## config.mk

```make
export PLATFORM = sky130hd
export DESIGN_NAME = delay_prog_line
export DESIGN_NICKNAME = d
export VERILOG_FILES = /design/src/rtl/delay_prog_line.sv
export SDC_FILE = /design/constraint.sdc
export NUM_CORES = 1
export LEC_CHECK = 0
export ABC_AREA = 1
export CAP_MARGIN = 0
export CELL_PAD_IN_SITES_DETAIL_PLACEMENT = 1
export CELL_PAD_IN_SITES_GLOBAL_PLACEMENT = 1
export CORE_UTILIZATION = 49
export CTS_CLUSTER_DIAMETER = 40
export CTS_CLUSTER_SIZE = 25
export DETAILED_ROUTE_END_ITERATION = 6
export GPL_ROUTABILITY_DRIVEN = 0
export PLACE_DENSITY_LB_ADDON = 0.1
export SETUP_SLACK_MARGIN = 0.5
export SLEW_MARGIN = 20
export SYNTH_ARGS = -nofsm -noshare
export SYNTH_HDL_FRONTEND = slang
export SYNTH_SLANG_ARGS = --single-unit
```

## constraint.sdc

```tcl
create_clock -name clk -period 5.9 [get_ports clk]
set_input_delay 1.18 -clock clk [delete_from_list [all_inputs] [get_ports clk]]
set_output_delay 1.18 -clock clk [all_outputs]
set_load 0.005 [all_outputs]
```

## src/rtl/delay_prog_line.sv

```systemverilog
// delay_prog_line
//   Clocked, programmable request delay line. Each request event seen on inR
//   is held in a small FIFO of down-counters, loaded with the delay programme
//   dly at the moment the event is detected. The event is reproduced on outR
//   once its counter has run down and it has reached the head of the queue.
//   Up to DEPTH events may be outstanding at the same time.
//
//   Parameters
//     CNT_W  : width of dly and of every per-entry down-counter
//     DEPTH  : maximum outstanding events (power of two, >= 2)
//     PHASE2 : 1 = two-phase (every inR toggle is an event, outR toggles)
//              0 = four-phase (inR rising edge is an event, outR pulses high
//                  for one cycle)
//
//   Ports
//     clk  : clock, all state changes on the rising edge
//     rst  : asynchronous, active-low reset
//     inR  : request input, already synchronous to clk
//     dly  : delay programme, sampled on the edge where an event is detected
//     outR : delayed request output (registered)
//     busy : high while at least one event is held (registered)
//     ovf  : sticky flag, an event was dropped because the queue was full

module delay_prog_line #(
  parameter int CNT_W  = 8,
  parameter int DEPTH  = 4,
  parameter bit PHASE2 = 1'b1
) (
  input  logic             clk,
  input  logic             rst,
  input  logic             inR,
  input  logic [CNT_W-1:0] dly,
  output logic             outR,
  output logic             busy,
  output logic             ovf
);

  localparam int PTR_W = $clog2(DEPTH);
  localparam logic [PTR_W:0] OCC_FULL = (PTR_W + 1)'(DEPTH);

  logic [CNT_W-1:0] cnt [DEPTH];
  logic [PTR_W-1:0] head;
  logic [PTR_W-1:0] tail;
  logic [PTR_W:0]   occ;
  logic [PTR_W:0]   occ_next;
  logic             inR_q;

  logic             evt;
  logic             pop;
  logic             push;
  logic             drop;
  logic [DEPTH-1:0] occupied;

  // Event detection, pop/push decisions and next occupancy.
  // A push into a full queue is accepted only when the head leaves on the
  // same edge; otherwise the event is lost and flagged through ovf.
  always_comb begin
    evt      = PHASE2 ? (inR ^ inR_q) : (inR & ~inR_q);
    pop      = (occ != '0) && (cnt[head] == '0);
    push     = evt && ((occ != OCC_FULL) || pop);
    drop     = evt && (occ == OCC_FULL) && !pop;
    occ_next = occ;
    case ({push, pop})
      2'b10:   occ_next = occ + 1'b1;
      2'b01:   occ_next = occ - 1'b1;
      default: occ_next = occ;
    endcase
  end

  // An entry is live when its distance from the head (modulo DEPTH) is
  // below the occupancy; only live entries count down.
  always_comb begin
    occupied = '0;
    for (int i = 0; i < DEPTH; i++) begin
      occupied[i] = {1'b0, PTR_W'(i) - head} < occ;
    end
  end

  // Queue state, counters and registered outputs.
  // A freshly pushed tail entry takes dly and does not decrement on the push
  // edge, which gives the k+1+dly latency. When full with a simultaneous pop,
  // tail equals head and the write replaces the departing entry.
  always_ff @(posedge clk or negedge rst) begin
    if (!rst) begin
      for (int i = 0; i < DEPTH; i++) begin
        cnt[i] <= '0;
      end
      head  <= '0;
      tail  <= '0;
      occ   <= '0;
      inR_q <= 1'b0;
      outR  <= 1'b0;
      busy  <= 1'b0;
      ovf   <= 1'b0;
    end else begin
      inR_q <= inR;
      for (int i = 0; i < DEPTH; i++) begin
        if (push && (tail == PTR_W'(i))) begin
          cnt[i] <= dly;
        end else if (occupied[i] && (cnt[i] != '0)) begin
          cnt[i] <= cnt[i] - 1'b1;
        end
      end
      if (push) begin
        tail <= tail + 1'b1;
      end
      if (pop) begin
        head <= head + 1'b1;
      end
      occ  <= occ_next;
      busy <= (occ_next != '0);
      if (drop) begin
        ovf <= 1'b1;
      end
      if (PHASE2) begin
        outR <= pop ? ~outR : outR;
      end else begin
        outR <= pop;
      end
    end
  end

endmodule

```

==> flow_summary.yaml, run 1 <==
global_routing:
  antenna_found_initial: 0
  grt_start_max_net_pins: 44
  grt_use_total_pct: 25.9
  grt_pass1_vias: 2698
  overflow: 0
  grt_pass1_wl_mm: 12.9
worst_setup_path:
  crit_chain: "clkdlybuf4s50_1 > xor2_4 > nand2_2 > ha_1 > inv_1 > fa_1 > o21ai_0 > or3_1"
  cpMaxStageDelayCell: "xor2_4"
  startpoint_type: "primary input"
  path_delay_family: "XOR/XNOR gates"
  cp.arrival_ns: 3.91
  endpoint_kind: "flop"
  startpoint: "inR"
  crit_fanout: 34
  worst_ep_required_time_ns: 6.15
  cp_num_buf_inv: 2
  cp_slowest_stage_delay_ns: 0.78
  path_class: "primary input to flop"
  r2r_start: "cnt[18]$_DFFE_PN0P_"
logic_synthesis:
  synth_area_leaders: "dfrtp_1, nand2_1, nand3_1"
  synthCells: 416
  ys_ff_latch: 43
  ys_warn_count: 0
  ys_async_sr_fraction_pct: 100
  syn-cell-area_sq_um: 3150
  synth_cell_types: 33
  yosysSeqAreaShare_pct: 34.2
  synth_edf_count: 0
  synth_flop_cell: "dfrtp_1"
  syn-num-nets: 445
  synth_common_cells: "nand2_1, nand3_1, dfrtp_1, inv_1, nor2_1"
  synth.most_common_cell: "nand2_1"
  synth_top_area_cell: "dfrtp_1"
  post_synth.cell_area_avg_sq_um: 7.56
  synth_top_area_share_pct: 34.2
timing:
  clock.fmax_ghz: 0.273
  hold_slack_ns: 0.477
  worst_pin_slew_ns: 0.979
  rsz0062_at_grt: "false"
  finalCritPeriodShare_pct: 62.1
  slew_headroom_pct: 34.6
  min_period_ns: 3.66
  skew_ns: 0.00766
  finalHoldViolations: 0
  slew_violations: 0
  setup_viol: 0
  setup_tns_ns: 0
clock_tree:
  clockBufferDepth: 2
  worstSkewPairLatency_ns: 0.30
  ctsRootBufferMaster: "clkbuf_8"
  cts-resized-gates: 0
  cts_buffers: 5
  clkTransAtPathRegs_ns: 0.09
  htreeDepth: 2
  cts_hold_buf: 0
  cts_setup_buffers: 0
  cts_tree: "done"
  cts.sinks: 43
route:
  wirelength_mm: 7.96
  top_layer_used: "met4"
  first_pass_iters: 5
  wl_met3_um: 195
  vias: 2720
  drtIter0Drc: 151
  ant_nets: 0
  drc_errors: 0
  met1Wirelength_mm: 3.83
  wl_per_cell_um: 16.1
  viasPerCell: 5.51
  dr_wl_met2_mm: 3.86
final_layout:
  register_area_sq_um: 1080
  num-nets-final: 447
  post-route-util_pct: 55.6
  syn_to_final_growth_pct: 7.04
  diodes: 0
  fillers: 770
  fin_cells: 494
  drive_gt1_share_pct: 6.92
  multiInputGateArea_sq_um: 1790
floorplanning:
  fp.dieArea_sq_um: 6750
  die_h_um: 82.1
  ios: 14
  start_util_pct: 51.9
  die_x_um: 82.1
  placementRows: 28
  core_sq_um: 6060
min_path:
  hp-start: "outR$_DFFE_PN0P_"
  hold_class: "flop to flop"
power:
  power_density_nw_per_um2: 169
  power.total_mw: 0.570
  irDropWorstVdd_v: 0.000105
  p_leak_nw: 1.64
run_status:
  outcome: "complete, no violations"
job:
  maxCapViolCount: 0
place:
  dpl.hpwl_mm: 5.80
  port_buffers: 13
  dp.cells: 486
==> cell families (layout without fill, tap and decap cells) <==
kind of cell    Yosys count  in the layout  share of synthesized area [%]
fa+ha+maj                18             18                           7.40
simple gates            237            237                           36.0
xor+xnor                 28             28                           8.03
buf+inv                  61             64                           9.22
compound gates           29             29                           5.17
flops                    43             43                           34.2
==> registers in the layout, summed over array words and instances (netlist names) <==
| register | cells |
|---|---|
| busy | 1 |
| cnt | 32 |
| head | 2 |
| inR_q | 1 |
| occ | 3 |
| outR | 1 |
| ovf | 1 |
| tail | 2 |
==> worst paths after layout <==
| path | endpoint | slack, ns | depth (start not counted) |
|---|---|---|---|
| worst min-delay path | outR$_DFFE_PN0P_ | 0.48 | 1 |
| worst min register to register | outR$_DFFE_PN0P_ | 0.48 | 1 |
| max in group asynchronous | inR_q$_DFF_PN0_ | 4.62 | 1 |
| worst max register to register | busy$_DFF_PN0_ | 2.87 | 15 |
| min in group asynchronous | cnt[28]$_DFFE_PN0P_ | 0.86 | 1 |
| worst max-delay path | busy$_DFF_PN0_ | 2.24 | 8 |
==> cell type report <==
cell class,count,share of cell area (%)
Sequential cell,43,31.9
Tap cell,75,2.79
Clock inverter,2,1.04
Timing Repair Buffer,13,3.79
Inverter,43,4.79
Multi-Input combinational cell,312,53.2
Clock buffer,6,2.45
==> per-layer routing <==
metal,track usage (%),vias up
met4,6.67,0
li1,-,1360
met5,0,-
met2,43.7,30
met1,34.6,1321
met3,3.85,9
==> report_power, final <==
part / internal (mW) / switching [mW] / total [mW] / leakage, nW
Combinational: 0.00690 / 0.0195 / 0.0264 / 1.05
Sequential: 0.295 / 0.000560 / 0.295 / 0.527
Clock: 0.137 / 0.111 / 0.248 / 0.0612
==> through the flow <==
step	setup WS, ns	area, sq um
after detailed placement	1.93	3250
final	2.24	3370
after global routing	2.07	3370
after floorplan	2.73	3150
after global placement	2.06	3250
after CTS	2.24	3370
==> cells in the final DEF, fill, tap and decap left out, types with 2 or more instances in the layout <==
master / n
a21oi_1: 10
and2_1: 2
clkbuf_8: 6
clkdlybuf4s50_1: 12
dfrtp_1: 43
ha_1: 17
inv_1: 43
nand2_1: 109
nand2_2: 2
nand3_1: 45
nand3_2: 2
nand3_4: 4
nand4_1: 30
nor2_1: 31
nor2_2: 5
nor4_1: 2
o21ai_0: 13
o21ai_2: 2
or2_2: 2
xnor2_1: 5
xor2_1: 22
Power figures use the tool's default switching activity.
==> run 2: changes to the inputs <==
--- a/config.mk
+++ b/config.mk
@@ -9,7 +9,7 @@
 export CAP_MARGIN = 0
 export CELL_PAD_IN_SITES_DETAIL_PLACEMENT = 1
 export CELL_PAD_IN_SITES_GLOBAL_PLACEMENT = 1
-export CORE_UTILIZATION = 49
+export CORE_UTILIZATION = 45
 export CTS_CLUSTER_DIAMETER = 40
 export CTS_CLUSTER_SIZE = 25
 export DETAILED_ROUTE_END_ITERATION = 6
==> constraint.sdc (replaced) <==
create_clock -name clk -period 3.4 [get_ports clk]
set_input_delay 0.68 -clock clk [delete_from_list [all_inputs] [get_ports clk]]
set_output_delay 0.68 -clock clk [all_outputs]
set_load 0.005 [all_outputs]
==> run 2 against run 1 <==
Against the previous run: non-clock buffer count up 3; clock-buffer cell count unchanged; sequential power up 74%; cell count up 1.6%; clock power up 33%; combinational power up 87%; register-to-register slack worse by 2.2 ns; critical path type is now flop to flop; highest routed layer unchanged.
==> flow_summary.yaml, run 2 (synthesis results as in run 1) <==
global_routing:
  antenna_found_initial: 0
  grt_pass1_vias: 2700
  grt_pass1_wl_mm: 13.3
  overflow: 0
  grt_start_max_net_pins: 44
  grt_use_total_pct: 23.1
clock_tree:
  cts_buffers: 5
  clkTransAtPathRegs_ns: 0.09
  clockBufferDepth: 2
  htreeDepth: 2
  ctsRootBufferMaster: "clkbuf_8"
  cts_tree: "done"
  cts.sinks: 43
  worstSkewPairLatency_ns: 0.30
  cts_hold_buf: 0
floorplanning:
  core_sq_um: 6760
  ios: 14
  die_h_um: 85.6
  start_util_pct: 46.6
  die_x_um: 85.6
  placementRows: 30
  fp.dieArea_sq_um: 7330
route:
  drc_errors: 0
  vias: 2705
  drtIter0Drc: 137
  wl_per_cell_um: 15.7
  top_layer_used: "met4"
  dr_wl_met2_mm: 3.85
  met1Wirelength_mm: 3.82
  ant_nets: 0
  wl_met3_um: 163
  wirelength_mm: 7.87
  first_pass_iters: 4
  viasPerCell: 5.39
worst_setup_path:
  cpMaxStageDelayCell: "dfrtp_1"
  cp_num_buf_inv: 2
  path_class: "flop to flop"
  startpoint_type: "flop"
  path_delay_family: "simple AND/OR/NAND/NOR gates"
  cp.arrival_ns: 2.92
  crit_fanout: 7
  worst_ep_required_time_ns: 3.58
  cp_slowest_stage_delay_ns: 0.43
  endpoint_kind: "flop"
  crit_chain: "nor2_1 > nand3_1 > nor2_2 > nor2_1 > nor2_2 > nand2_4 > inv_1 > ha_1 > inv_1 > fa_1 > a21oi_1 > o21ai_0 > xor2_1 > or3_1"
power:
  irDropWorstVdd_v: 0.000145
  p_leak_nw: 1.63
  power_density_nw_per_um2: 264
  power.total_mw: 0.890
timing:
  slew_violations: 0
  setup_viol: 0
  hold_slack_ns: 0.379
  finalCritPeriodShare_pct: 80.6
  min_period_ns: 2.74
  slew_headroom_pct: 60.9
  skew_ns: 0.00697
  clock.fmax_ghz: 0.365
  timing.final.ws_setup_ns: 0.659
  worst_pin_slew_ns: 0.586
  setup_tns_ns: 0
  rsz0062_at_grt: "false"
  finalHoldViolations: 0
final_layout:
  reg.largest.list: "cnt (32), occ (3)"
  diodes: 0
  most-common-layout-cells: "nand2_1, nand3_1, inv_1, dfrtp_1"
  regMostFlops: "cnt"
  syn_to_final_growth_pct: 7.16
  fillers: 904
  num-nets-final: 450
  largest_register_ffs: 32
  drive_gt1_share_pct: 7.58
  register_area_sq_um: 1080
  final_common_cell: "nand2_1"
  multiInputGateArea_sq_um: 1800
  fin_cells: 502
min_path:
  hold_class: "primary input to asynchronous set/reset pin"
place:
  port_buffers: 13
  dpl.hpwl_mm: 5.69
  post-place-ws_ns: 0.440
  dp.cells: 493
run_status:
  outcome: "complete, no violations"
job:
  maxCapViolCount: 0
[run 2: cell count changes in the layout (fill, tap and decap cells not counted)]
| cell | delta |
|---|---|
| buf_4 | +3 |
| bufinv_16 | -1 |
| clkbuf_1 | +1 |
| clkbuf_8 | -1 |
| clkinvlp_4 | +1 |
| nand2_2 | -1 |
| nand2_4 | +1 |
| nor2_1 | -1 |
| nor2_2 | +1 |
[run 2: routing by layer]
metal	GRT usage (%)	vias to the layer above
li1	-	1365
met1	30.5	1309
met2	40.9	27
met3	3.56	4
met4	3.18	0
met5	0	-
[run 2: metrics by stage]
step	util, %	cell area [sq um]
after floorplan	-	3150
after global placement	48.4	3270
after detailed placement	48.4	3270
after CTS	49.6	3350
after global routing	49.9	3370
final	49.9	3370
[run 2: what timing repair did]
item / in CTS / in global routing
endpoints found under the setup margin: 0 / 1
resized for setup: 0 / 2
buffers inserted: 0 / 1
[run 2: worst paths after layout]
kind,startpoint,to,slack [ns],cells after the start
setup / recovery,cnt[18]$_DFFE_PN0P_,busy$_DFF_PN0_,0.66,14
hold / removal,rst,cnt[20]$_DFFE_PN0P_,0.38,1
max in group asynchronous,rst,cnt[14]$_DFFE_PN0P_,2.63,1
setup reg to reg,cnt[18]$_DFFE_PN0P_,busy$_DFF_PN0_,0.66,14
min in group clk,outR$_DFFE_PN0P_,outR$_DFFE_PN0P_,0.48,1
hold reg to reg,outR$_DFFE_PN0P_,outR$_DFFE_PN0P_,0.48,1
[run 2: cell type report]
class                      instances  share of cell area, %
inverter                          43                   4.79
multi-input combinational        312                   53.4
sequential                        43                   31.9
clock buffer                       6                   2.15
clock inverter                     2                  0.371
timing repair buffer              16                   4.45
tap                               80                   2.97
[run 2: report_power, final]
part | switching, mW | total, mW | internal [mW]
sequential | 0.000968 | 0.512 | 0.511
clock | 0.185 | 0.329 | 0.144
combinational | 0.0361 | 0.0495 | 0.0134
